### config.mk
export PLATFORM = sky130hd
export DESIGN_NAME = snake_body_engine
export DESIGN_NICKNAME = d
export VERILOG_FILES = /design/src/rtl/snake_body_engine.sv
export SDC_FILE = /design/constraint.sdc
export NUM_CORES = 1
export LEC_CHECK = 0
export CORE_MARGIN = 2
export CORE_UTILIZATION = 45
export DETAILED_ROUTE_END_ITERATION = 6
export PLACE_DENSITY = 0.66
export SLEW_MARGIN = 20
export SYNTH_ARGS = -nofsm -noshare
export SYNTH_HDL_FRONTEND = slang
export SYNTH_SLANG_ARGS = --single-unit
### constraint.sdc
create_clock -name clk -period 3.48 [get_ports clk]
set_input_delay 0.522 -clock clk [delete_from_list [all_inputs] [get_ports clk]]
set_output_delay 0.522 -clock clk [all_outputs]
set_load 0.005 [all_outputs]
### src/rtl/snake_body_engine.sv
// snake_body_engine
// -----------------------------------------------------------------------------
// Datapath for the snake game. Holds the body segment positions and the apple
// cell. Generates the event levels and pulses used by the controller. Also
// serves combinational pixel queries for the renderer.
//
// Ports
//   clk, reset        system clock, synchronous active-high reset
//   ld                move enable from the controller
//   tick              one-cycle step strobe from the speed divider
//   dir               requested direction: 00 up, 01 right, 10 down, 11 left
//   length            extra segments beyond the head (active = length+1, capped)
//   head              registered pulse, one cycle after a committed step
//   apple             head is on the apple and no relocation is pending
//   border            head is on an edge cell
//   gameOver          sticky collision flag, cleared only by reset
//   head_x/head_y     head coordinates
//   apple_x/apple_y   apple coordinates
//   q_x/q_y           renderer query cell
//   q_body/q_apple    query cell holds an active segment / the apple
// -----------------------------------------------------------------------------
module snake_body_engine #(
  parameter int         GRID_W  = 8,
  parameter int         GRID_H  = 8,
  parameter int         COORD_W = 3,
  parameter int         MAX_SEG = 8,
  parameter logic [7:0] SEED    = 8'hA5
) (
  input  logic               clk,
  input  logic               reset,
  input  logic               ld,
  input  logic               tick,
  input  logic [1:0]         dir,
  input  logic [2:0]         length,
  output logic               head,
  output logic               apple,
  output logic               border,
  output logic               gameOver,
  output logic [COORD_W-1:0] head_x,
  output logic [COORD_W-1:0] head_y,
  output logic [COORD_W-1:0] apple_x,
  output logic [COORD_W-1:0] apple_y,
  input  logic [COORD_W-1:0] q_x,
  input  logic [COORD_W-1:0] q_y,
  output logic               q_body,
  output logic               q_apple
);

  // Coordinates are widened by one bit. A step off the low edge then wraps to
  // a large value, so a single unsigned compare catches both edges.
  localparam logic [COORD_W:0]   GW_C      = (COORD_W+1)'(GRID_W);
  localparam logic [COORD_W:0]   GH_C      = (COORD_W+1)'(GRID_H);
  localparam logic [COORD_W-1:0] CX_C      = COORD_W'(GRID_W / 2);
  localparam logic [COORD_W-1:0] CY_C      = COORD_W'(GRID_H / 2);
  localparam logic [COORD_W-1:0] AX_C      = COORD_W'(GRID_W - 2);
  localparam logic [COORD_W-1:0] AY_C      = COORD_W'(1);
  localparam logic [COORD_W-1:0] XMAX_C    = COORD_W'(GRID_W - 1);
  localparam logic [COORD_W-1:0] YMAX_C    = COORD_W'(GRID_H - 1);
  localparam logic [7:0]         MAX_SEG_C = 8'(MAX_SEG);

  // State
  logic [COORD_W-1:0] seg_x_q [MAX_SEG];
  logic [COORD_W-1:0] seg_y_q [MAX_SEG];
  logic [COORD_W-1:0] seg_x_d [MAX_SEG];
  logic [COORD_W-1:0] seg_y_d [MAX_SEG];
  logic [1:0]         dir_q, dir_d;
  logic [COORD_W-1:0] apple_x_q, apple_x_d;
  logic [COORD_W-1:0] apple_y_q, apple_y_d;
  logic [7:0]         lfsr_q, lfsr_d;
  logic               head_q, head_d;
  logic               game_over_q, game_over_d;
  logic               reloc_q, reloc_d;
  logic [2:0]         len_sh_q, len_sh_d;

  // Combinational helpers
  logic [7:0]         len_p1;
  logic [7:0]         nseg;
  logic [COORD_W:0]   nxt_x, nxt_y;
  logic               border_hit, self_hit;
  logic               step_try, step_ok;
  logic [COORD_W-1:0] cand_x, cand_y;
  logic               cand_on_body, cand_ok, reloc_commit;

  // Active segment count
  always_comb begin
    len_p1 = {5'd0, length} + 8'd1;
    nseg   = (len_p1 > MAX_SEG_C) ? MAX_SEG_C : len_p1;
  end

  // Step evaluation
  always_comb begin
    nxt_x = {1'b0, seg_x_q[0]};
    nxt_y = {1'b0, seg_y_q[0]};
    unique case (dir_q)
      2'b00:   nxt_y = {1'b0, seg_y_q[0]} - 1'b1;
      2'b01:   nxt_x = {1'b0, seg_x_q[0]} + 1'b1;
      2'b10:   nxt_y = {1'b0, seg_y_q[0]} + 1'b1;
      default: nxt_x = {1'b0, seg_x_q[0]} - 1'b1;
    endcase

    border_hit = (nxt_x >= GW_C) || (nxt_y >= GH_C);

    // The tail is excluded, because it vacates its cell during the same step.
    self_hit = 1'b0;
    for (int k = 0; k < MAX_SEG - 1; k++) begin
      if ((8'(k) + 8'd1 < nseg) &&
          (seg_x_q[k] == nxt_x[COORD_W-1:0]) &&
          (seg_y_q[k] == nxt_y[COORD_W-1:0])) begin
        self_hit = 1'b1;
      end
    end

    step_try = tick && ld && !game_over_q;
    step_ok  = step_try && !border_hit && !self_hit;
  end

  // Apple candidate from the LFSR
  always_comb begin
    cand_x = lfsr_q[COORD_W-1:0];
    cand_y = lfsr_q[2*COORD_W-1:COORD_W];

    cand_on_body = 1'b0;
    for (int k = 0; k < MAX_SEG; k++) begin
      if ((8'(k) < nseg) && (seg_x_q[k] == cand_x) && (seg_y_q[k] == cand_y)) begin
        cand_on_body = 1'b1;
      end
    end

    cand_ok = ({1'b0, cand_x} < GW_C) && ({1'b0, cand_y} < GH_C) && !cand_on_body;
    // Relocation waits for a cycle with no step, so the body it was checked
    // against is the body that remains after the cycle.
    reloc_commit = reloc_q && !step_ok && cand_ok;
  end

  // Next state
  always_comb begin
    seg_x_d = seg_x_q;
    seg_y_d = seg_y_q;
    if (step_ok) begin
      for (int k = 1; k < MAX_SEG; k++) begin
        seg_x_d[k] = seg_x_q[k-1];
        seg_y_d[k] = seg_y_q[k-1];
      end
      seg_x_d[0] = nxt_x[COORD_W-1:0];
      seg_y_d[0] = nxt_y[COORD_W-1:0];
    end

    // A direct reversal of the latched direction is ignored.
    dir_d = (dir == (dir_q ^ 2'b10)) ? dir_q : dir;

    head_d      = step_ok;
    game_over_d = game_over_q || (step_try && (border_hit || self_hit));

    len_sh_d = length;
    // A length change that lands in the same cycle as a commit re-arms the
    // relocation, so the newest length always gets a fresh apple.
    if (length != len_sh_q)  reloc_d = 1'b1;
    else if (reloc_commit)   reloc_d = 1'b0;
    else                     reloc_d = reloc_q;

    apple_x_d = reloc_commit ? cand_x : apple_x_q;
    apple_y_d = reloc_commit ? cand_y : apple_y_q;

    // Fibonacci LFSR, x^8+x^6+x^5+x^4+1
    lfsr_d = {lfsr_q[6:0], lfsr_q[7] ^ lfsr_q[5] ^ lfsr_q[4] ^ lfsr_q[3]};
  end

  always_ff @(posedge clk) begin
    if (reset) begin
      for (int k = 0; k < MAX_SEG; k++) begin
        seg_x_q[k] <= CX_C;
        seg_y_q[k] <= CY_C;
      end
      dir_q       <= 2'b01;
      apple_x_q   <= AX_C;
      apple_y_q   <= AY_C;
      lfsr_q      <= SEED;
      head_q      <= 1'b0;
      game_over_q <= 1'b0;
      reloc_q     <= 1'b0;
      len_sh_q    <= 3'd0;
    end else begin
      for (int k = 0; k < MAX_SEG; k++) begin
        seg_x_q[k] <= seg_x_d[k];
        seg_y_q[k] <= seg_y_d[k];
      end
      dir_q       <= dir_d;
      apple_x_q   <= apple_x_d;
      apple_y_q   <= apple_y_d;
      lfsr_q      <= lfsr_d;
      head_q      <= head_d;
      game_over_q <= game_over_d;
      reloc_q     <= reloc_d;
      len_sh_q    <= len_sh_d;
    end
  end

  // Outputs
  always_comb begin
    head     = head_q;
    gameOver = game_over_q;
    head_x   = seg_x_q[0];
    head_y   = seg_y_q[0];
    apple_x  = apple_x_q;
    apple_y  = apple_y_q;
    border   = (seg_x_q[0] == '0) || (seg_x_q[0] == XMAX_C) ||
               (seg_y_q[0] == '0) || (seg_y_q[0] == YMAX_C);
    apple    = (apple_x_q == seg_x_q[0]) && (apple_y_q == seg_y_q[0]) && !reloc_q;

    q_apple = (q_x == apple_x_q) && (q_y == apple_y_q);
    q_body  = 1'b0;
    for (int k = 0; k < MAX_SEG; k++) begin
      if ((8'(k) < nseg) && (seg_x_q[k] == q_x) && (seg_y_q[k] == q_y)) begin
        q_body = 1'b1;
      end
    end
  end

endmodule

==> flow_summary.yaml <==
outcome:
  outcome: "complete, no violations"
placed_design:
  place.gp.congestion: 0.940
  hpwl_um: 12300
  numPlacedInstances: 775
  portBuffers: 32
  postPlaceCellArea_um2: 5840
clocking:
  htreeDepth: 3
  cts_setup_buffers: 0
  cts.sinks: 70
  cts_root_buf: "clkbuf_16"
  postCtsHoldBufs: 0
  cts.repair.resized: 0
  clock_path_buffers: 2
  clk_latency_ns: 0.35
  cts_made_buffers: 9
  clkTransAtPathRegs_ns: 0.06
  cts_tree: "yes"
hold_path:
  hold_path.class: "flop to flop"
  worstHoldEndpoint: "lfsr_q[7]"
  holdPathStages: 1
  holdCritStartpoint: "lfsr_q[6]"
grt:
  overflow: 0
  grt_max_degree: 47
  antenna_found_initial: 0
  grt_pass1_wl_um: 27700
  grt_pass1_vias: 4757
  grtUsageTotal_pct: 27.7
sta:
  worst_pin_slew_ns: 0.882
  fin_crit_ns: 3.37
  period_share_pct: 96.9
  finalMaxSlewViolations: 0
  fin_skew_ns: 0.00753
  final-setup-viol-count: 0
  finalHoldViolations: 0
  clock.fmax_ghz: 0.297
  relSlewSlack_pct: 41.1
  tns_ns: 0
  grt_setup_unrepaired: "false"
yosys:
  netlist_area_um2: 5530
  syn_inst: 655
  yosys.area.top_type_share_pct: 25.3
  yosys.cell_types.count: 66
  ys_seq_area_share_pct: 25.3
  synth-seq-cells: 70
  netlist_top_cells_area: "dfxtp_1, xnor2_1, xor2_1, nand4_1, o31ai_1"
  ys_warn_count: 0
  synth.largest_area_cell: "dfxtp_1"
  ys.flop_type: "dfxtp_1"
  synth_nets: 678
  avgSynthCellArea_um2: 8.45
  synth_edf_count: 0
  async_flop_share_pct: 0
final_layout:
  diodes: 0
  stdcell_area_um2: 6190
  drive_gt1_share_pct: 13.7
  multi_input_comb_area_um2: 3570
  final_cells: 791
  regArea_um2: 1400
  fillers: 1107
  area_growth_syn_to_layout_pct: 12.0
  layout_common_cells: "xnor2_1, dfxtp_1, xor2_1"
  final_common_cell: "xnor2_1"
  nets: 662
detailed_routing:
  route.detailed.drc: 0
  first_pass_iters: 5
  routed_wl_um: 17500
  post_drt_wl_per_cell_um: 22.1
  drtIter0Drc: 436
  antenna_left: 0
  vias_per_cell: 6.13
  vias: 4852
critical_path:
  rrSetupSlack_ns: 0.14
  rr_startpoint: "dir_q[1]"
  end_kind: "output pin"
  reg2reg_depth: 12
  cp_top_family: "buffers and inverters"
  worst_setup_path_start_kind: "input port"
  crit_chain: "clkdlybuf4s50_1 > buf_4 > xor2_1 > nor3_1 > a22oi_1 > o2111ai_1 > clkdlybuf4s50_1"
  crit_buf_inv: 3
  critPathKind: "input port to output pin"
  cp_slowest_stage_delay_ns: 0.56
  crit_top_cell: "clkdlybuf4s50_1"
  cp.required_ns: 2.96
  worst-path-max-fanout: 5
  reg2reg_to: "seg_x_q[6]"
  worst_ep_arrival_time_ns: 2.85
  cpMaxStageDelayCell: "clkdlybuf4s50_1"
power:
  internal_power_mw: 1.81
  ir_drop_mv: 0.320
  p_clk_share_pct: 38.4
  total_leakage_power_nw: 2.16
  p_sw_share_pct: 32.8
  power_frac_comb_pct: 28.2
  switchingPower_uw: 887
  power_frac_seq_pct: 33.3
  pwr_density_cell_nw_per_um2: 436
floorplanning:
  dieArea_um2: 13200
  die_y_um: 115
  die_x_um: 115
  rows: 40
  core-area_um2: 12000
  io_pins: 33
  start_util_pct: 46.1
flow_run:
  cap_violations: 0
[cell usage after synthesis (5+ instances only)]
library cell and n:
xnor2_1 100, nor4_1 27, nand2b_1 5, nand4_1 42, nor2b_1 8, inv_1 10, buf_6 15, o31ai_1 29
dfxtp_1 70, o21ai_0 6, nand2_1 13, a31oi_1 16, a21oi_1 28, xor2_1 62, buf_2 20, buf_1 5
nand3_1 13, clkbuf_1 46, o21ai_1 13, nor3_1 14, buf_4 12, ha_1 6, nor2_1 20, mux2i_1 7
[worst reg2reg max path: cells and delay by family (launching register included)]
family | cells | cell delay [ns]
fa+ha+maj | 1 | 0.73
xor+xnor | 1 | 0.10
simple gates | 2 | 0.70
buf+inv | 3 | 0.47
compound gates | 5 | 0.95
flops | 1 | 0.32
[routing by layer]
metal	track usage [%]	up-vias	routed length [µm]
met2	42.4	178	8040
met1	38.8	2386	7930
li1	-	2265	-
met5	0	-	0
met3	5.59	23	1220
met4	9.56	0	306
[final cells by class]
cell class                 count  area share [%]
clock buffer                  10            3.86
multi-input combinational    474            57.6
tap                          147            2.97
sequential                    70            22.6
inverter                      12           0.727
clock inverter                 6            1.51
timing repair buffer          72            10.7
[power by group through the flow]
| stage | Combinational, mW | Sequential [mW] | Clock (mW) |
|---|---|---|---|
| 2_1_floorplan | 0.582 | 0.876 | 0 |
| 5_1_grt | 0.817 | 0.904 | 1.08 |
| 4_1_cts | 0.753 | 0.898 | 1.04 |
| 3_5_place_dp | 0.749 | 0.915 | 0 |
| 6_report | 0.763 | 0.900 | 1.04 |
| 3_3_place_gp | 0.732 | 0.915 | 0 |
[how the worst max path moves through the flow]
| stage | start | slack (ns) | end | cells after the start |
|---|---|---|---|---|
| 4_1_cts | q_x[2] | 0.11 | q_body | 7 |
| 2_1_floorplan | dir_q[0] | 0.21 | seg_x_q[18] | 13 |
| 5_1_grt | q_y[1] | 0.01 | q_body | 8 |
| 3_3_place_gp | q_x[2] | -0.07 | q_body | 7 |
| 3_5_place_dp | length[1] | 0.02 | head_x[1] | 10 |
| 6_report | q_x[2] | 0.11 | q_body | 7 |
[sequential cells by signal, indices dropped and copies added, names as in the netlist]
name and flops:
seg_y_q 21, seg_x_q 21, head_y 3, len_sh_q 3, gameOver 1, head 1
reloc_q 1, head_x 3, dir_q 2, apple_y 3, lfsr_q 8, apple_x 3
[kinds of logic (layout without fill, tap and decap cells)]
group	after synthesis	count (layout)	synth area share (%)
AOI/OAI and AO/OA	124	124	15.0
xor gates and xnor gates	162	162	25.7
adders and majority gates	8	8	2.08
buffers and inverters	111	100	10.9
DFF	70	70	25.3
muxes	16	16	4.03
and+or+nand+nor	164	164	17.0
[per-stage QoR]
stage	power [mW]	utilization, %	worst slack [ns]	hold slack [ns]
6_report	2.70	51.6	0.109	0.405
5_1_grt	2.80	51.6	0.0106	0.424
4_1_cts	2.70	51.4	0.113	0.410
3_5_place_dp	1.66	48.6	0.0248	0.396
3_3_place_gp	1.65	48.6	-0.0699	0.396
2_1_floorplan	1.46	-	0.212	0.389
Power figures use the tool's default switching activity.
